===== src/rtl/counter_pkg.sv =====
// Shared types and helpers for the up/down modulo counter family.
package counter_pkg;

    typedef enum logic {CNT_DOWN = 1'b0, CNT_UP = 1'b1} cnt_dir_e;

    localparam int unsigned CNT_MIN_MODULUS = 32'd2;
    localparam int unsigned CNT_MIN_WIDTH   = 32'd2;

    // Out-of-range load values saturate at the top of the count range.
    function automatic int unsigned clamp_load(input int unsigned value, input int unsigned modulus);
        int unsigned r;
        if (value > (modulus - 32'd1)) begin
            r = modulus - 32'd1;
        end else begin
            r = value;
        end
        return r;
    endfunction

endpackage


===== src/rtl/counter_next_val.sv =====
// Combinational next-count and terminal-count logic for counter_updown_mod.
// COUNTER_UPDOWN_SAT_EN selects saturate-at-limit instead of modulo wrap.
module counter_next_val
    import counter_pkg::*;
#(
    parameter int WIDTH   = 4,
    parameter int MODULUS = 2 ** WIDTH
) (
    input  logic [WIDTH-1:0] i_count,
    input  logic             i_en,
    input  logic             i_up,
    input  logic             i_load,
    input  logic [WIDTH-1:0] i_load_value,
    output logic [WIDTH-1:0] o_next_count,
    output logic             o_tc,
    output logic             o_wrap
);

    localparam logic [WIDTH-1:0] MAX_C  = WIDTH'(MODULUS - 1);
    localparam logic [WIDTH-1:0] ZERO_C = {WIDTH{1'b0}};
    localparam logic [WIDTH-1:0] ONE_C  = {{(WIDTH-1){1'b0}}, 1'b1};

`ifdef COUNTER_UPDOWN_SAT_EN
    localparam logic [WIDTH-1:0] UP_LIMIT_NEXT   = MAX_C;
    localparam logic [WIDTH-1:0] DOWN_LIMIT_NEXT = ZERO_C;
    localparam logic             WRAP_EN         = 1'b0;
`else
    localparam logic [WIDTH-1:0] UP_LIMIT_NEXT   = ZERO_C;
    localparam logic [WIDTH-1:0] DOWN_LIMIT_NEXT = MAX_C;
    localparam logic             WRAP_EN         = 1'b1;
`endif

    cnt_dir_e         w_dir;
    logic             w_at_max;
    logic             w_at_zero;
    logic             w_limit;
    logic [WIDTH-1:0] w_step;
    logic [WIDTH-1:0] w_load_clamped;

    assign w_dir          = cnt_dir_e'(i_up);
    assign w_at_max       = (i_count == MAX_C);
    assign w_at_zero      = (i_count == ZERO_C);
    assign w_load_clamped = WIDTH'(clamp_load(32'(i_load_value), MODULUS));

    // One enabled step in the selected direction, handling the range limit.
    always_comb begin
        w_limit = 1'b0;
        w_step  = i_count;
        case (w_dir)
            CNT_UP: begin
                w_limit = w_at_max;
                if (w_at_max) begin
                    w_step = UP_LIMIT_NEXT;
                end else begin
                    w_step = i_count + ONE_C;
                end
            end
            CNT_DOWN: begin
                w_limit = w_at_zero;
                if (w_at_zero) begin
                    w_step = DOWN_LIMIT_NEXT;
                end else begin
                    w_step = i_count - ONE_C;
                end
            end
            default: begin
                w_limit = 1'b0;
                w_step  = i_count;
            end
        endcase
    end

    // Edge priority: load, then count enable, then hold.
    always_comb begin
        o_next_count = i_count;
        if (i_load) begin
            o_next_count = w_load_clamped;
        end else if (i_en) begin
            o_next_count = w_step;
        end else begin
            o_next_count = i_count;
        end
    end

    assign o_tc   = i_en & ~i_load & w_limit;
    assign o_wrap = o_tc & WRAP_EN;

endmodule


===== src/rtl/counter_updown_mod.sv =====
// WIDTH-bit up/down counter with programmable modulus, load, enable, tc and wrap pulse.
// Define COUNTER_UPDOWN_SAT_EN for saturating instead of wrapping behaviour.
module counter_updown_mod
    import counter_pkg::*;
#(
    parameter int WIDTH   = 4,
    parameter int MODULUS = 2 ** WIDTH
) (
    input  logic             clk,
    input  logic             clear_n,
    input  logic             en,
    input  logic             up,
    input  logic             load,
    input  logic [WIDTH-1:0] load_value,
    output logic [WIDTH-1:0] count,
    output logic             tc,
    output logic             wrapped
);

    if (WIDTH < int'(CNT_MIN_WIDTH)) begin : g_bad_width
        $error("counter_updown_mod: WIDTH must be at least 2");
    end
    if ((MODULUS < int'(CNT_MIN_MODULUS)) || (MODULUS > (1 << WIDTH))) begin : g_bad_modulus
        $error("counter_updown_mod: MODULUS must lie in 2 .. 2**WIDTH");
    end

    logic [WIDTH-1:0] r_count;
    logic             r_wrapped;
    logic [WIDTH-1:0] w_next_count;
    logic             w_tc;
    logic             w_wrap;

    counter_next_val #(
        .WIDTH   (WIDTH),
        .MODULUS (MODULUS)
    ) u_next_val (
        .i_count      (r_count),
        .i_en         (en),
        .i_up         (up),
        .i_load       (load),
        .i_load_value (load_value),
        .o_next_count (w_next_count),
        .o_tc         (w_tc),
        .o_wrap       (w_wrap)
    );

    // Count and wrap-pulse state; clear_n discards everything immediately.
    always_ff @(posedge clk or negedge clear_n) begin
        if (!clear_n) begin
            r_count   <= {WIDTH{1'b0}};
            r_wrapped <= 1'b0;
        end else begin
            r_count   <= w_next_count;
            r_wrapped <= w_wrap;
        end
    end

    assign count   = r_count;
    assign tc      = w_tc;
    assign wrapped = r_wrapped;

endmodule


===== config.mk =====
export PLATFORM = sky130hd
export DESIGN_NAME = counter_updown_mod
export DESIGN_NICKNAME = d
export VERILOG_FILES = /design/src/rtl/counter_pkg.sv /design/src/rtl/counter_next_val.sv /design/src/rtl/counter_updown_mod.sv
export SDC_FILE = /design/constraint.sdc
export NUM_CORES = 1
export LEC_CHECK = 0
export CELL_PAD_IN_SITES_DETAIL_PLACEMENT = 1
export CELL_PAD_IN_SITES_GLOBAL_PLACEMENT = 2
export CORE_MARGIN = 5
export CORE_UTILIZATION = 24
export CTS_CLUSTER_SIZE = 12
export DETAILED_ROUTE_END_ITERATION = 7
export HOLD_SLACK_MARGIN = 0.08
export PLACE_DENSITY = 0.81
export SLEW_MARGIN = 5
export SYNTH_ARGS = -nofsm -noshare
export SYNTH_HDL_FRONTEND = slang
export SYNTH_SLANG_ARGS = --single-unit

===== constraint.sdc =====
create_clock -name clk -period 4.57 [get_ports clk]
set_clock_uncertainty 0.15 [all_clocks]
set_input_delay 0.914 -clock clk [delete_from_list [all_inputs] [get_ports clk]]
set_output_delay 0.914 -clock clk [all_outputs]
set_load 0.03 [all_outputs]

==> results.txt <==
Status: complete, no violations
Cts bufs inserted: 3
Final std cells w/o fill: 74
CTS Sinks: 5
Worst path max stage delay: 0.71 ns
Cell Count Post-Placement: 70
Input/output buffers: 14
CTS Hold Bufs: 0
PwrDens: 312 mW/mm^2
Num ports: 15
Post-Synthesis Cell Area: 372 sq um
DR vias: 353
Post-Synthesis Cells: 42
CP Class: input pin to output port
Critical Path Sink Type: output port
Post-CTS setup buffers: 0
CP dominant cell by count: clkdlybuf4s50_1
Vias/cell: 4.77
Worst-path clk slew: 0.04 ns
FF+latch count, synth: 5
GR Overflow Total: 0
CTS tree: built
Routability cong.: 0.738
Post-place instance area: 524 sq um
CTS H-tree depth: 1
Seq/Total Area, Yosys: 33.7%
Row count: 14
Antenna diode count: 0
Net count reported at finish: 70
Tcrit/Tclk final: 84.8%
Antenna violations before repair: 0
Final ANT Viol Nets: 0
CP required: 3.51 ns
CP Launch Type: input pin
DRC Markers: 0
Final min period: 3.88 ns
Worst Path Arrival: 2.81 ns
Final WL: 885 um
Dpl hpwl: 746 um
Maximum VDD drop: 0.163 mV
Pleak: 0.219 nW
Maximum clock frequency: 258 MHz
Fin util: 37.0%
Die ar.: 0.00244 sq mm
Core region area: 0.00149 sq mm
Worst slew pin tran: 0.318 ns
Tot GR Track Use: 8.49%
Hold WS: 0.457 ns
Root Buffer: clkbuf_4
Vias in the first global route: 351
Share of cells above drive strength 1: 10.3%
Die Ht: 49.4 um
Area growth from synthesis to layout: 48.1%
Unrepaired setup endpoints after global routing: no
Initial core utilization: 25.0%
Slew margin rel.: 78.7%
Leading cell type in the layout, fill and taps excluded: clkdlybuf4s50_1
Global-route wire length before repair: 1.57 mm
Post-synthesis cell type count: 27
Initial drt markers: 2
CP bufs+invs: 2
Largest net degree at the start of global routing: 10
Hold WC Path Type: flop to flop
Die X: 49.4 um
Pre-CTS setup slack: 0.704 ns
Cts repair resizes: 0
Mapped Avg Cell Area: 8.85 sq um
Routed WL per cell: 12.0 um
Final Max Slew Viols: 0
Pre-antenna DRT Iters: 2
Peak fanout along the critical path: 7
Clock latency on the worst-skew pair: 0.24 ns
Commonest cells after routing, fill and taps aside: clkdlybuf4s50_1, nand2_1, dfrtp_1
Max Cap Viol: 0
Clock Path Buffers: 2
Setup WS post-layout: 0.693 ns
CP max stage cell: clkdlybuf4s50_1
Largest delay contributor family on the critical path: buffers and inverters
Setup TNS Final: 0 ns
Worst-path cell chain: clkdlybuf4s50_1 > nor3b_1 > nand2_1 > a21boi_0 > clkdlybuf4s50_1
YS warnings: 0
Design area: 551 sq um
Syn_nets: 53
Finish-stage setup viols: 0
Hold Vio Cnt, Final: 0
Design Power: 172 uW
[layout make-up]
cell class                 instances  area, sq um
sequential                         5          125
timing repair buffer              14          140
inverter                           3         11.3
clock buffer                       4         26.3
multi-input combinational         32          228
tap                               16         20.0
fill                             177          938
[metal layers]
layer  vias to the layer above  share of wire [%]  GRT usage (%)
li1                        185                  -              -
met1                       156                 42           9.56
met2                        12                 46           12.7
met3                         0                 12           6.73
met4                         0                  0           1.35
met5                         -                  0              0
[cell usage after synthesis]
master    count  area (sq um)
o221ai_1      1          8.76
a31oi_1       1          6.26
a21boi_0      1          7.51
o21ai_0       4          20.0
nand4_1       1          6.26
nor2b_1       1          6.26
nor2_1        1          3.75
o21a_1        1          7.51
clkbuf_1      1          3.75
o31ai_1       1          7.51
mux2_2        1          11.3
inv_1         2          7.51
mux2i_1       1          10.0
ha_1          2          25.0
a21bo_1       1          10.0
nand2_1       5          18.8
or4_1         1          7.51
buf_1         1          3.75
nand2b_1      1          6.26
a21oi_1       2          10.0
o21bai_1      1          7.51
xnor2_1       2          17.5
nor3b_1       1          7.51
dfrtp_1       5           125
a31oi_2       1          12.5
inv_2         1          3.75
a311o_1       1          10.0
[worst reg2reg max path: stages (launching register included)]
cell and delay [ns]:
dfrtp_1 0.44, inv_1 0.14, ha_1 0.20, nor3b_1 0.31
o221ai_1 0.16, o21a_1 0.13, o21ai_0 0.12
[path summary, 6_finish.rpt]
check / from / to / slack, ns / cells after the start
setup / recovery: up / tc / 0.69 / 5
hold / removal: count[2]$_DFFE_PN0P_ / wrapped$_DFF_PN0_ / 0.46 / 2
setup reg to reg: count[0]$_DFFE_PN0P_ / count[0]$_DFFE_PN0P_ / 2.84 / 6
hold reg to reg: count[2]$_DFFE_PN0P_ / wrapped$_DFF_PN0_ / 0.46 / 2
max in group asynchronous: clear_n / count[1]$_DFFE_PN0P_ / 3.33 / 1
min in group asynchronous: clear_n / wrapped$_DFF_PN0_ / 0.75 / 1
[report_power, final]
part,switching (mW),leakage (nW),internal (mW),total (mW)
sequential,0.00807,0.0614,0.0493,0.0574
clock,0.0178,0.0150,0.0330,0.0508
combinational,0.0323,0.142,0.0315,0.0639
total,0.0582,0.219,0.114,0.172
[logic make-up (layout without fill, tap and decap cells)]
logic type,Yosys count,in the layout,synth area share (%)
AOI/OAI and AO/OA,15,15,29.0
xor gates and xnor gates,2,2,4.71
adders and majority gates,2,2,6.73
buffers and inverters,5,21,5.05
DFF,5,5,33.7
muxes,2,2,5.72
and+or+nand+nor,11,11,15.2
[registers in the layout, indices dropped and copies added (netlist names)]
register  cells
count         4
wrapped       1
Note: power is estimated with default switching activity, not from simulation.
==> RTL edit 1 (same flow settings) <==
`WRAP_EN` of `counter_next_val`: 1'b1 -> 1'b0.
--- a/src/rtl/counter_next_val.sv
+++ b/src/rtl/counter_next_val.sv
@@ -28,5 +28,5 @@
     localparam logic [WIDTH-1:0] UP_LIMIT_NEXT   = ZERO_C;
     localparam logic [WIDTH-1:0] DOWN_LIMIT_NEXT = MAX_C;
-    localparam logic             WRAP_EN         = 1'b1;
+    localparam logic             WRAP_EN         = 1'b0;
 `endif
 
Formal check against the unedited RTL: not equivalent (Yosys sat finds a counterexample within 4 cycles, from zero or initial values).
==> RTL edit 1 against the unedited design <==
Combinational power decreased by 2%; routed wire length up 16%; area after synthesis decreased by 5.4%; global-route usage rose by 2.9 points; hold slack gained 0.15 ns; sequential share of layout area is 3.3 points lower; cell area decreased by 6.4%; power decreased by 9.9%; sequential cell count down 1; setup slack improved by 0.0063 ns; non-clock buffer count shrank 1.
==> RTL edit 1: results <==
[routing]
dr.pass1.iters = 3
post_drt_wl_per_cell_um = 14.07
drt_iter0_drc = 5
avgViaCountPerCell = 5.014

[logic_synthesis]
syn_nets = 54
ys_top_cells_by_count = "o21ai_0, nand2_1, dfrtp_1"
synth_ff_type = "dfrtp_1"
yosysSeqAreaShare_pct = 28.47
synth_cell_types = 25
synth_top_area_share_pct = 28.47
synth_area_leaders = "dfrtp_1, o21ai_0, ha_1"

[setup_path]
r2r_end = "count[3]"
cpMaxStageDelayCell = "clkdlybuf4s50_1"
cpPeakStageDelay_ns = 0.69
worstPathMaxFanout = 6

[grt]
grt_pass1_vias = 354
antenna_found_initial = 0
grt.total_usage_pct = 11.40
grt_pass1_wl_um = 1704

[clocking]
ctsResizeCount = 0
clock_latency_ns = 0.23
cts_buffers = 3
cts-root-buf = "clkbuf_4"

[power_and_ir_drop]
leakage_uw = 0.0002084
ir_worst_vdd_mv = 0.1482

[place]
hpwl_um = 803
gp_congestion = 0.7488
io_buffers = 13

[cells_and_area]
nets = 71
drive_gt1_share_pct = 12.07

[outcome]
run_status = "completed"

[worst_hold_path]
holdPathEnd = "count[1]"
hold_start = "count[1]"
-- RTL edit 1: worst register-to-register path, cell delays in order (launching register included) --
cell and delay (ns):
dfrtp_1 0.46, inv_1 0.13, ha_1 0.17, o21bai_1 0.11
a21oi_1 0.08, a311o_1 0.34, a31oi_2 0.20
-- RTL edit 1: stage by stage --
stage               total power [uW]  std cells  hold WS [ns]  cell area, um^2  setup WS [ns]
detailed placement             112.8         70        0.6280            493.0         0.7017
finish                         155.1         73        0.6097            515.5         0.6997
CTS                            159.6         73        0.6334            515.5         0.6957
floorplan                      85.71         43        0.4684            351.6          1.428
global route                   168.8         73        0.6696            515.5         0.6201
global placement               113.2         70        0.6115            493.0         0.7491
-- RTL edit 1: layout make-up --
class                   instances  area (um^2)
multi-input cells              35        232.7
flip-flops and latches          4        100.1
repair buffers                 13        130.1
inverters                       3        11.26
fillers                       167        834.6
clock buffers                   3        22.52
well taps                      15        18.77
-- RTL edit 1: worst max-delay path by stage --
stage               slack, ns  endpoint  from
floorplan                1.43        tc    up
global placement         0.75        tc    up
detailed placement       0.70        tc    up
CTS                      0.70        tc    up
global route             0.62        tc    up
finish                   0.70        tc    up
-- RTL edit 1: kinds of logic (layout without fill, tap and decap cells) --
family | count (synthesis) | count (layout) | share of synthesized area (%)
and+or+nand+nor | 13 | 13 | 18.51
buffers and inverters | 4 | 19 | 5.339
adders and majority gates | 2 | 2 | 7.116
other | 1 | 1 | 1.067
muxes | 1 | 1 | 2.847
AOI/OAI and AO/OA | 16 | 16 | 31.68
DFF | 4 | 4 | 28.47
xor gates and xnor gates | 2 | 2 | 4.983
-- RTL edit 1: routing by layer --
layer / global-route usage, % / part of all wire (%) / vias to the layer above
li1: - / - / 184
met1: 13.94 / 45 / 171
met2: 16.93 / 49 / 9
met3: 2.214 / 5.0 / 2
met4: 9.677 / 1.2 / 0
met5: 0 / 0 / -
-- RTL edit 1: report_power, final --
part	switching [uW]	total [uW]	leakage, uW	internal (uW)
clock	13.8	43.1	0.0000138	29.3
combinational	32.4	62.4	0.000147	29.9
sequential	9.36	49.6	0.0000475	40.2
total	55.6	155	0.000208	99.5
